### src/rtl/frame_mapper_if.sv
// Client payload handshake and framed output stream of frame_mapper.
// master = mapper side, slave = client/sink side.
interface frame_mapper_if #(
  parameter int DATA_W = 8
);
  logic [DATA_W-1:0] i_pyld_data;
  logic              i_pyld_data_valid;
  logic              o_pyld_ready;
  logic [DATA_W-1:0] o_frame_data;
  logic              o_frame_data_valid;
  logic              o_frame_data_fas;
  logic              o_underrun;
  logic [DATA_W-1:0] o_mfas;

  modport master (
    input  i_pyld_data, i_pyld_data_valid,
    output o_pyld_ready, o_frame_data, o_frame_data_valid,
           o_frame_data_fas, o_underrun, o_mfas
  );

  modport slave (
    output i_pyld_data, i_pyld_data_valid,
    input  o_pyld_ready, o_frame_data, o_frame_data_valid,
           o_frame_data_fas, o_underrun, o_mfas
  );
endinterface

### src/rtl/frame_mapper.sv
// Free-running frame builder: FAS, overhead, optional MFAS byte, stuff column, payload.
// Optional feature macro: FRAME_MFAS_EN (MFAS slot and multiframe counter).
module frame_mapper #(
  parameter int NUM_ROWS = 4,
  parameter int NUM_COLS = 1041,
  parameter int OH_COLS  = 16,
  parameter int FAS_LEN  = 3,
  parameter int DATA_W   = 8
) (
  input  logic           i_clk,
  input  logic           i_rst,
  frame_mapper_if.master bus
);
  localparam int CW = (NUM_COLS > 1) ? $clog2(NUM_COLS) : 1;
  localparam int RW = (NUM_ROWS > 1) ? $clog2(NUM_ROWS) : 1;

  typedef enum logic [2:0] {
    SLOT_FAS_A = 3'd0,
    SLOT_FAS_B = 3'd1,
    SLOT_MFAS  = 3'd2,
    SLOT_ZERO  = 3'd3,
    SLOT_PYLD  = 3'd4
  } slot_t;

  function automatic slot_t classify(input logic [RW-1:0] row, input logic [CW-1:0] col);
    slot_t s;
    if ((row == '0) && (col < CW'(FAS_LEN))) begin
      s = SLOT_FAS_A;
    end else if ((row == '0) && (col < CW'(2*FAS_LEN))) begin
      s = SLOT_FAS_B;
    end else if ((row == '0) && (col == CW'(2*FAS_LEN))) begin
      s = SLOT_MFAS;
    end else if ((col < CW'(OH_COLS)) || (col == CW'(NUM_COLS-1))) begin
      s = SLOT_ZERO;
    end else begin
      s = SLOT_PYLD;
    end
    return s;
  endfunction

  logic [CW-1:0]     r_col;
  logic [RW-1:0]     r_row;
  logic [CW-1:0]     w_col_nxt;
  logic [RW-1:0]     w_row_nxt;
  slot_t             w_slot;
  slot_t             w_slot_nxt;
  logic [DATA_W-1:0] w_byte;
  logic [DATA_W-1:0] w_mfas_byte;

  logic [DATA_W-1:0] r_frame_data;
  logic              r_frame_valid;
  logic              r_fas;
  logic              r_underrun;
  logic              r_ready;

  // Next row/column position of the free-running frame counters.
  always_comb begin
    w_col_nxt = r_col + CW'(1);
    w_row_nxt = r_row;
    if (r_col == CW'(NUM_COLS-1)) begin
      w_col_nxt = '0;
      if (r_row == RW'(NUM_ROWS-1)) begin
        w_row_nxt = '0;
      end else begin
        w_row_nxt = r_row + RW'(1);
      end
    end else begin
      w_row_nxt = r_row;
    end
  end

  // Frame position counters.
  always_ff @(posedge i_clk or posedge i_rst) begin
    if (i_rst) begin
      r_col <= '0;
      r_row <= '0;
    end else begin
      r_col <= w_col_nxt;
      r_row <= w_row_nxt;
    end
  end

  assign w_slot     = classify(r_row, r_col);
  assign w_slot_nxt = classify(w_row_nxt, w_col_nxt);

  // Byte selected for the current slot; a missing client byte becomes zero.
  always_comb begin
    w_byte = '0;
    case (w_slot)
      SLOT_FAS_A: w_byte = DATA_W'(8'hF6);
      SLOT_FAS_B: w_byte = DATA_W'(8'h28);
      SLOT_MFAS:  w_byte = w_mfas_byte;
      SLOT_PYLD: begin
        if (bus.i_pyld_data_valid) begin
          w_byte = bus.i_pyld_data;
        end else begin
          w_byte = '0;
        end
      end
      default:    w_byte = '0;
    endcase
  end

  // Registered stream outputs; ready is decoded one cycle early so it lines up with the counters.
  always_ff @(posedge i_clk or posedge i_rst) begin
    if (i_rst) begin
      r_frame_data  <= '0;
      r_frame_valid <= 1'b0;
      r_fas         <= 1'b0;
      r_underrun    <= 1'b0;
      r_ready       <= 1'b0;
    end else begin
      r_frame_data  <= w_byte;
      r_frame_valid <= 1'b1;
      r_fas         <= (w_slot == SLOT_FAS_A) && (r_col == '0);
      r_underrun    <= (w_slot == SLOT_PYLD) && !bus.i_pyld_data_valid;
      r_ready       <= (w_slot_nxt == SLOT_PYLD);
    end
  end

`ifdef FRAME_MFAS_EN
  logic [DATA_W-1:0] r_mfas;
  logic              w_end_of_frame;

  assign w_end_of_frame = (r_row == RW'(NUM_ROWS-1)) && (r_col == CW'(NUM_COLS-1));

  // Multiframe counter; the MFAS slot of a frame shows the count before that frame ends.
  always_ff @(posedge i_clk or posedge i_rst) begin
    if (i_rst) begin
      r_mfas <= '0;
    end else if (w_end_of_frame) begin
      r_mfas <= r_mfas + DATA_W'(1);
    end
  end

  assign w_mfas_byte = r_mfas;
  assign bus.o_mfas  = r_mfas;
`else
  assign w_mfas_byte = '0;
  assign bus.o_mfas  = '0;
`endif

  assign bus.o_frame_data       = r_frame_data;
  assign bus.o_frame_data_valid = r_frame_valid;
  assign bus.o_frame_data_fas   = r_fas;
  assign bus.o_underrun         = r_underrun;
  assign bus.o_pyld_ready       = r_ready;
endmodule
### src/flat_wrapper.sv
// flat-port wrapper written by rule: the top's interface ports become plain ports
module frame_mapper_flat 
#(
  parameter int NUM_ROWS = 4,
  parameter int NUM_COLS = 1041,
  parameter int OH_COLS  = 16,
  parameter int FAS_LEN  = 3,
  parameter int DATA_W   = 8
)
  (i_clk, i_rst, bus_i_pyld_data, bus_i_pyld_data_valid, bus_o_pyld_ready, bus_o_frame_data, bus_o_frame_data_valid, bus_o_frame_data_fas, bus_o_underrun, bus_o_mfas);
  frame_mapper_if #(.DATA_W(DATA_W)) bus_i ();
  input  logic i_clk;
  input  logic i_rst;
  input wire logic [$bits(bus_i.i_pyld_data)-1:0] bus_i_pyld_data;
  input wire logic [$bits(bus_i.i_pyld_data_valid)-1:0] bus_i_pyld_data_valid;
  output wire logic [$bits(bus_i.o_pyld_ready)-1:0] bus_o_pyld_ready;
  output wire logic [$bits(bus_i.o_frame_data)-1:0] bus_o_frame_data;
  output wire logic [$bits(bus_i.o_frame_data_valid)-1:0] bus_o_frame_data_valid;
  output wire logic [$bits(bus_i.o_frame_data_fas)-1:0] bus_o_frame_data_fas;
  output wire logic [$bits(bus_i.o_underrun)-1:0] bus_o_underrun;
  output wire logic [$bits(bus_i.o_mfas)-1:0] bus_o_mfas;
  assign bus_i.i_pyld_data = bus_i_pyld_data;
  assign bus_i.i_pyld_data_valid = bus_i_pyld_data_valid;
  assign bus_o_pyld_ready = bus_i.o_pyld_ready;
  assign bus_o_frame_data = bus_i.o_frame_data;
  assign bus_o_frame_data_valid = bus_i.o_frame_data_valid;
  assign bus_o_frame_data_fas = bus_i.o_frame_data_fas;
  assign bus_o_underrun = bus_i.o_underrun;
  assign bus_o_mfas = bus_i.o_mfas;
  frame_mapper #(.NUM_ROWS(NUM_ROWS), .NUM_COLS(NUM_COLS), .OH_COLS(OH_COLS), .FAS_LEN(FAS_LEN), .DATA_W(DATA_W)) u_core (.i_clk(i_clk), .i_rst(i_rst), .bus(bus_i));
endmodule
### config.mk
export PLATFORM = sky130hd
export DESIGN_NAME = frame_mapper_flat
export DESIGN_NICKNAME = d
export VERILOG_FILES = /design/src/rtl/frame_mapper_if.sv /design/src/rtl/frame_mapper.sv /design/src/flat_wrapper.sv
export SDC_FILE = /design/constraint.sdc
export NUM_CORES = 1
export LEC_CHECK = 0
export ABC_AREA = 1
export CELL_PAD_IN_SITES_DETAIL_PLACEMENT = 1
export CELL_PAD_IN_SITES_GLOBAL_PLACEMENT = 2
export CORE_MARGIN = 5
export CORE_UTILIZATION = 29
export DETAILED_ROUTE_END_ITERATION = 10
export HOLD_SLACK_MARGIN = 0.15
export PLACE_DENSITY = 0.92
export SETUP_SLACK_MARGIN = 0.3
export SYNTH_ARGS = -nofsm -noshare
export SYNTH_HDL_FRONTEND = slang
export SYNTH_SLANG_ARGS = --single-unit
export TNS_END_PERCENT = 5
### constraint.sdc
create_clock -name i_clk -period 3.4 [get_ports i_clk]
set_input_delay 0.34 -clock i_clk [delete_from_list [all_inputs] [get_ports i_clk]]
set_output_delay 0.34 -clock i_clk [all_outputs]
set_load 0.05 [all_outputs]
; Word level (Yosys, flattened, before mapping)
; Cells that the tools add are included.
[op_classes]
order_cmp = 6
eq_ne = 8
add_sub_neg = 2
muxes = 13
n_reduce_logical = 15
[op_table]
columns = operator, n
row1 = two-way mux 3 bit, 8
row2 = case mux 8 bit (3 select lines), 1
row3 = "equality test 11 bit, second input constant", 2
row4 = "equality test 11 x 3 -> 1 bit, second input constant", 2
row5 = "< comparator 11 x 2 -> 1 bit, second input constant", 2
row6 = "< comparator 11 x 3 -> 1 bit, second input constant", 2
row7 = "< comparator 11 x 5 -> 1 bit, second input constant", 2
row8 = "adder 11 x 1 -> 11 bit, second input constant", 1
row9 = zero test 11 bit, 1
row10 = two-way mux 11 bit, 1
row11 = logical AND 1 bit, 8
row12 = two-way mux 8 bit, 1
row13 = "equality test 3 bit, second input constant", 2
row14 = zero test 2 bit, 2
row15 = two-way mux 2 bit, 2
row16 = "equality test 3 x 1 -> 1 bit, second input constant", 1
row17 = zero test 3 bit, 1
row18 = "adder 2 x 1 -> 2 bit, second input constant", 1
row19 = "equality test 2 bit, second input constant", 1
row20 = logical OR 1 bit, 2
row21 = zero test 1 bit, 1
[word_totals]
out_inout_bits = 20
regBits = 25

; Depth between registers and ports, before layout
[logic_depth]
word_depth = 9
mapped_depth = 11
ltp_nobuf = 11

; Worst setup path before layout
; Ideal clock, no wire load.
[synth_timing]
kind = register to register
start = register u_core.r_col[0]
end = register u_core.r_ready (netlist: u_core.bus.o_pyld_ready)
stages_incl_launch_ff = 9
synth_period_minus_slack_ps = 1476
t_required_ps = 3283
setup_time_ps = 117
path_buffers = 0
arrival_ps = 1358
setup_slack_ps = 1924
path_cell_list = dfrtp_1 ha_1 nand2_1 nor2_4 or2_2 nand2_1 nand3_1 nor2_1 nand2_1
[synth_between]
elab_chain_cells = 9
elab_cells_between_ends = 19
classes_between = add/sub (1) / order compare (3) / eq/ne (4) / mux (6) / reduce/logical (5)
[synth_lines]
columns = element, line
row1 = start: declaration, frame_mapper.sv:41  ; logic [CW-1:0] r_col;
row2 = start signal: assignment, frame_mapper.sv:78  ; r_col <= w_col_nxt;
row3 = adder 11 x 1 -> 11 bit / equality test 11 bit (equally long branches), "frame_mapper.sv:58, frame_mapper.sv:60"
row4 = two-way mux 11 bit, frame_mapper.sv:60  ; if (r_col == CW'(NUM_COLS-1)) begin
row5 = < comparator 11 x 5 -> 1 bit / equality test 11 bit (equally long branches), frame_mapper.sv:33  ; end else if ((col < CW'(OH_COLS)) || (col == CW'(NUM_COLS-1))) begin
row6 = logical OR 1 bit, frame_mapper.sv:33
row7 = two-way mux 3 bit, frame_mapper.sv:33
row8 = two-way mux 3 bit, frame_mapper.sv:31  ; end else if ((row == '0) && (col == CW'(2*FAS_LEN))) begin
row9 = two-way mux 3 bit, frame_mapper.sv:29  ; end else if ((row == '0) && (col < CW'(2*FAS_LEN))) begin
row10 = two-way mux 3 bit *, frame_mapper.sv:27  ; if ((row == '0) && (col < CW'(FAS_LEN))) begin
row11 = equality test 3 bit *, frame_mapper.sv:117  ; r_ready <= (w_slot_nxt == SLOT_PYLD);
row12 = end signal: assignment, frame_mapper.sv:117
row13 = end: declaration, frame_mapper.sv:54  ; logic r_ready;
; Every way passes the cells marked *; elsewhere a longest branch is shown, timed or not.

; Final worst setup path
[layout_timing]
start = register u_core.r_ready (netlist: u_core.bus.o_pyld_ready)
end = output bus_o_pyld_ready
[layout_rtl]
columns = element, line
row1 = end: declaration, flat_wrapper.sv:16  ; output wire logic [$bits(bus_i.o_pyld_ready)-1:0] bus_o_pyld_ready;
; No word-level cell between the ends.

==> impl.org <==
** Run status
- The run finished with clean final reports.

** Setup path
- Critical Path Source Type :: flip-flop
- Slowest library cell on the worst path :: sky130_fd_sc_hd__clkdlybuf4s50_1
- Setup crit end kind :: output port
- Measured in cells, the most critical reg-to-reg path has a length of 8.
- Type of the setup path with the least slack :: flip-flop to output port
- The signal on the critical path passes through clkdlybuf4s50_1.
- Flop2flop setup slack :: 1.73 ns
- Count of cell instances traversed by the critical path :: 1
- The most critical setup path has its startpoint at u_core.bus.o_pyld_ready.
- Along the worst path, the maximum fanout reaches 1.
- Grouping stages by cell kind, the critical path spends the most delay in buffers and inverters.
- Buffer and inverter count on the worst path :: 1
- STA puts the critical path data required time at between 3 and 4 ns.
- The worst register-to-register path begins at u_core.r_col[0].
- For this run, the slowest stage of the critical path takes 0.80 ns.
- Critical path data arrival time :: 1.42 ns

** Finish
- The number of antenna diodes in the final layout is 0.
- Summing all non-filler instances in the final layout gives an area of approximately 1600 um2.
- Final nets :: 201
- Ratio of cells with drive above 1 in the final layout :: 7.57%
- Leading cell type in the layout, fill and taps excluded :: sky130_fd_sc_hd__nand2_1
- The count of cells in the finished layout, fillers not included, comes to about 240.
- Area growth from synthesis to layout :: 23.4%
- Leaving out fill and tap cells, the most frequent cells in the layout are sky130_fd_sc_hd__nand2_1, sky130_fd_sc_hd__dfrtp_1, sky130_fd_sc_hd__clkdlybuf4s50_1, sky130_fd_sc_hd__inv_1, sky130_fd_sc_hd__nor2_1.

** Synth
- Each instance of the synthesized netlist takes up on average 7.94 um2.
- The number of different library cells used by synthesis comes to 19.
- For this run, the number of Yosys warnings is 0.
- Synthesis produced 160 cells.
- Synthesis inferred 25 register bits.
- Register area share after synthesis :: 49.3%
- The cell area that synthesis handed to floorplanning was 1270 um2.

** STA
- Pin slew with the least headroom to its limit :: between 0.9 and 1 ns
- Tmin final :: 1.76 ns
- The worst path uses 51.8% of the clock period.
- Setup repair after global routing missed its margin :: no
- Worst-case clock skew :: 0.00645 ns
- In this run the tightest slew margin relative to its limit is 36.7%.
- Setup violations remaining at the end of the flow were counted as 0.
- Setup total negative slack on the finished layout was measured at 0 ns.
- The number of pins with negative max-slew slack in the final report was 0.
- The final count of hold timing violations is 0.
- Maximum clock frequency :: 568 MHz

** Place
- Number of cells after detailed placement :: ~230
- IO Port Bufs :: 22
- RePlAce Congestion :: 0.739
- Estimated wirelength of the detail-placed design :: 2.26 mm
- The placed instances occupy a cell area of ~1500 um2.

** Floorplanning
- Standard-cell row count :: 24
- Std-Cell Core Area :: 4290 um2
- Measured along the y axis, the die boundary spans 76.2 um.
- 31 I/O pins were placed.
- Width of the chip :: 76.2 um
- Die area :: 5800 um2
- The initial utilization of the core area, before any placement, comes to 29.6%.

** CTS
- Once the clock tree was built, the resizer swapped 0 gates to a different size.
- Counting along the longest clock path gives a buffer depth of 2.
- Clock tree synthesis selected as its root buffer the cell sky130_fd_sc_hd__clkbuf_8.
- After clock tree synthesis, the clock-pin slew on the worst setup and hold paths is ~0.090 ns.
- Number of levels in the clock H-tree :: 1
- The clock reaches the later pin of the worst-skew pair after 0.26 ns.
- CTS Hold Bufs :: 0
- Number of buffers inserted during clock tree synthesis :: 3
- Clock sink count :: 25
- CTS tree :: yes
- Buffers inserted by post-CTS timing repair :: 0

** Routing
- Detailed-router iteration count before antenna repair :: 4
- After detailed routing, the total wire length is ~2.7 mm.
- Number of vias after detailed routing :: just over 1000
- Number of vias per cell :: 4.29
- For this block, the initial DRC count from the detailed router was 34.
- Routed WL per cell :: between 10 and 15 um
- In the routed design, unresolved DRC markers number 0.
- Number of nets with antenna violations after routing :: 0

** Job
- Max-cap violations in this run came to 0.

** GRT
- Largest net degree at the start of global routing :: 26
- Overflow left after global routing :: 0
- Global routing consumed, over all layers together, 9.82% of the routing resources.
- In the global route stage, met2 resource usage came out at 18.2%.
- The via count of the first global-routing pass is 1058.
- The layer flagged by global routing as most heavily used is met2.
- Met3 track demand over resource in global routing :: around 2.6%
- The initial antenna violation count is 0.
- For this run, global-route usage on met1 was measured as 11.6%.
- The first global-routing pass estimated 4.81 mm of wire.

** Min path
- Along the worst hold path, the cell count comes to 1.
- The startpoint identified for the worst hold timing path is u_core.r_col[0].
- Worst min-delay path category :: flip-flop to flip-flop

** Pwr
- For this design the static power due to leakage is 0.810 nW.
- Power spread over the standard cell area amounts to 355 nW/um2.
- IR analysis of the VDD net gives a maximum drop of approximately 0.26 mV.
kinds of logic after synthesis:
kind of cell | count (synthesis) | share of synthesized area (%)
simple gates | 89 | 30.5
buf+inv | 31 | 11.5
flops | 25 | 49.3
compound gates | 9 | 4.14
fa+ha+maj | 4 | 3.94
other cells | 2 | 0.591
cells in the mapped netlist:
cell	count	share of area, %
sky130_fd_sc_hd__dfrtp_1	25	49
sky130_fd_sc_hd__nor2_4	2	1.8
sky130_fd_sc_hd__conb_1	2	0.59
sky130_fd_sc_hd__nand2_2	1	0.49
sky130_fd_sc_hd__nand4_1	2	0.99
sky130_fd_sc_hd__nand2_1	53	16
sky130_fd_sc_hd__buf_4	8	4.7
sky130_fd_sc_hd__nand3_2	2	1.6
sky130_fd_sc_hd__ha_1	4	3.9
sky130_fd_sc_hd__or2_2	1	0.49
sky130_fd_sc_hd__nor3_1	3	1.2
sky130_fd_sc_hd__inv_2	2	0.59
sky130_fd_sc_hd__inv_1	21	6.2
sky130_fd_sc_hd__o21bai_1	3	1.8
sky130_fd_sc_hd__nor2_2	2	0.99
sky130_fd_sc_hd__nor2_1	17	5.0
sky130_fd_sc_hd__a21oi_1	3	1.2
sky130_fd_sc_hd__nand3_1	6	2.4
sky130_fd_sc_hd__o21ai_0	3	1.2
path summary, 6_finish.rpt:
| check | to |
|---|---|
| worst max-delay path | bus_o_pyld_ready |
| max in group asynchronous | u_core.r_col[0] |
| min in group asynchronous | u_core.bus.o_pyld_ready |
| worst min register to register | u_core.r_col[0] |
| worst max register to register | u_core.bus.o_pyld_ready |
| worst min-delay path | u_core.r_col[0] |
report_power, final:
part / internal (W) / leakage [nW] / switching [W] / total [W]
clock network: 0.0000818 / 0.0255 / 0.0000923 / 0.000174
logic: 0.0000227 / 0.468 / 0.0000557 / 0.0000784
registers: 0.000303 / 0.316 / 0.00000156 / 0.000305
sequential cells by signal, indices dropped and copies added, names as in the netlist:
| register | cells |
|---|---|
| u_core.r_col | 11 |
| u_core.bus.o_frame_data | 8 |
| u_core.r_row | 2 |
| u_core.bus.o_frame_data_fas | 1 |
| u_core.bus.o_frame_data_valid | 1 |
| u_core.bus.o_pyld_ready | 1 |
| u_core.bus.o_underrun | 1 |
stage by stage:
step	util, %	power [W]	hold WS [ns]	setup slack (ns)
4_1_cts	36.5	0.000565	0.540	1.62
2_1_floorplan	-	0.000369	0.367	1.92
5_1_grt	36.5	0.000586	0.591	1.59
3_3_place_gp	35.4	0.000389	0.521	1.77
6_report	36.5	0.000557	0.539	1.64
3_5_place_dp	35.4	0.000390	0.527	1.72
layer usage:
| metal | vias up | wire [um] |
|---|---|---|
| met5 | - | 0 |
| met1 | 483 | 1210 |
| met3 | 0 | 122 |
| met4 | 0 | 0 |
| met2 | 15 | 1400 |
| li1 | 519 | - |
cell type report:
class	instances	area [um2]
fill	521	2730
multi-input combinational	111	524
sequential	25	626
clock inverter	1	5.00
timing repair buffer	22	220
clock buffer	3	41.3
tap	52	65.1
inverter	23	86.3
(Power assumes the default switching activity.)
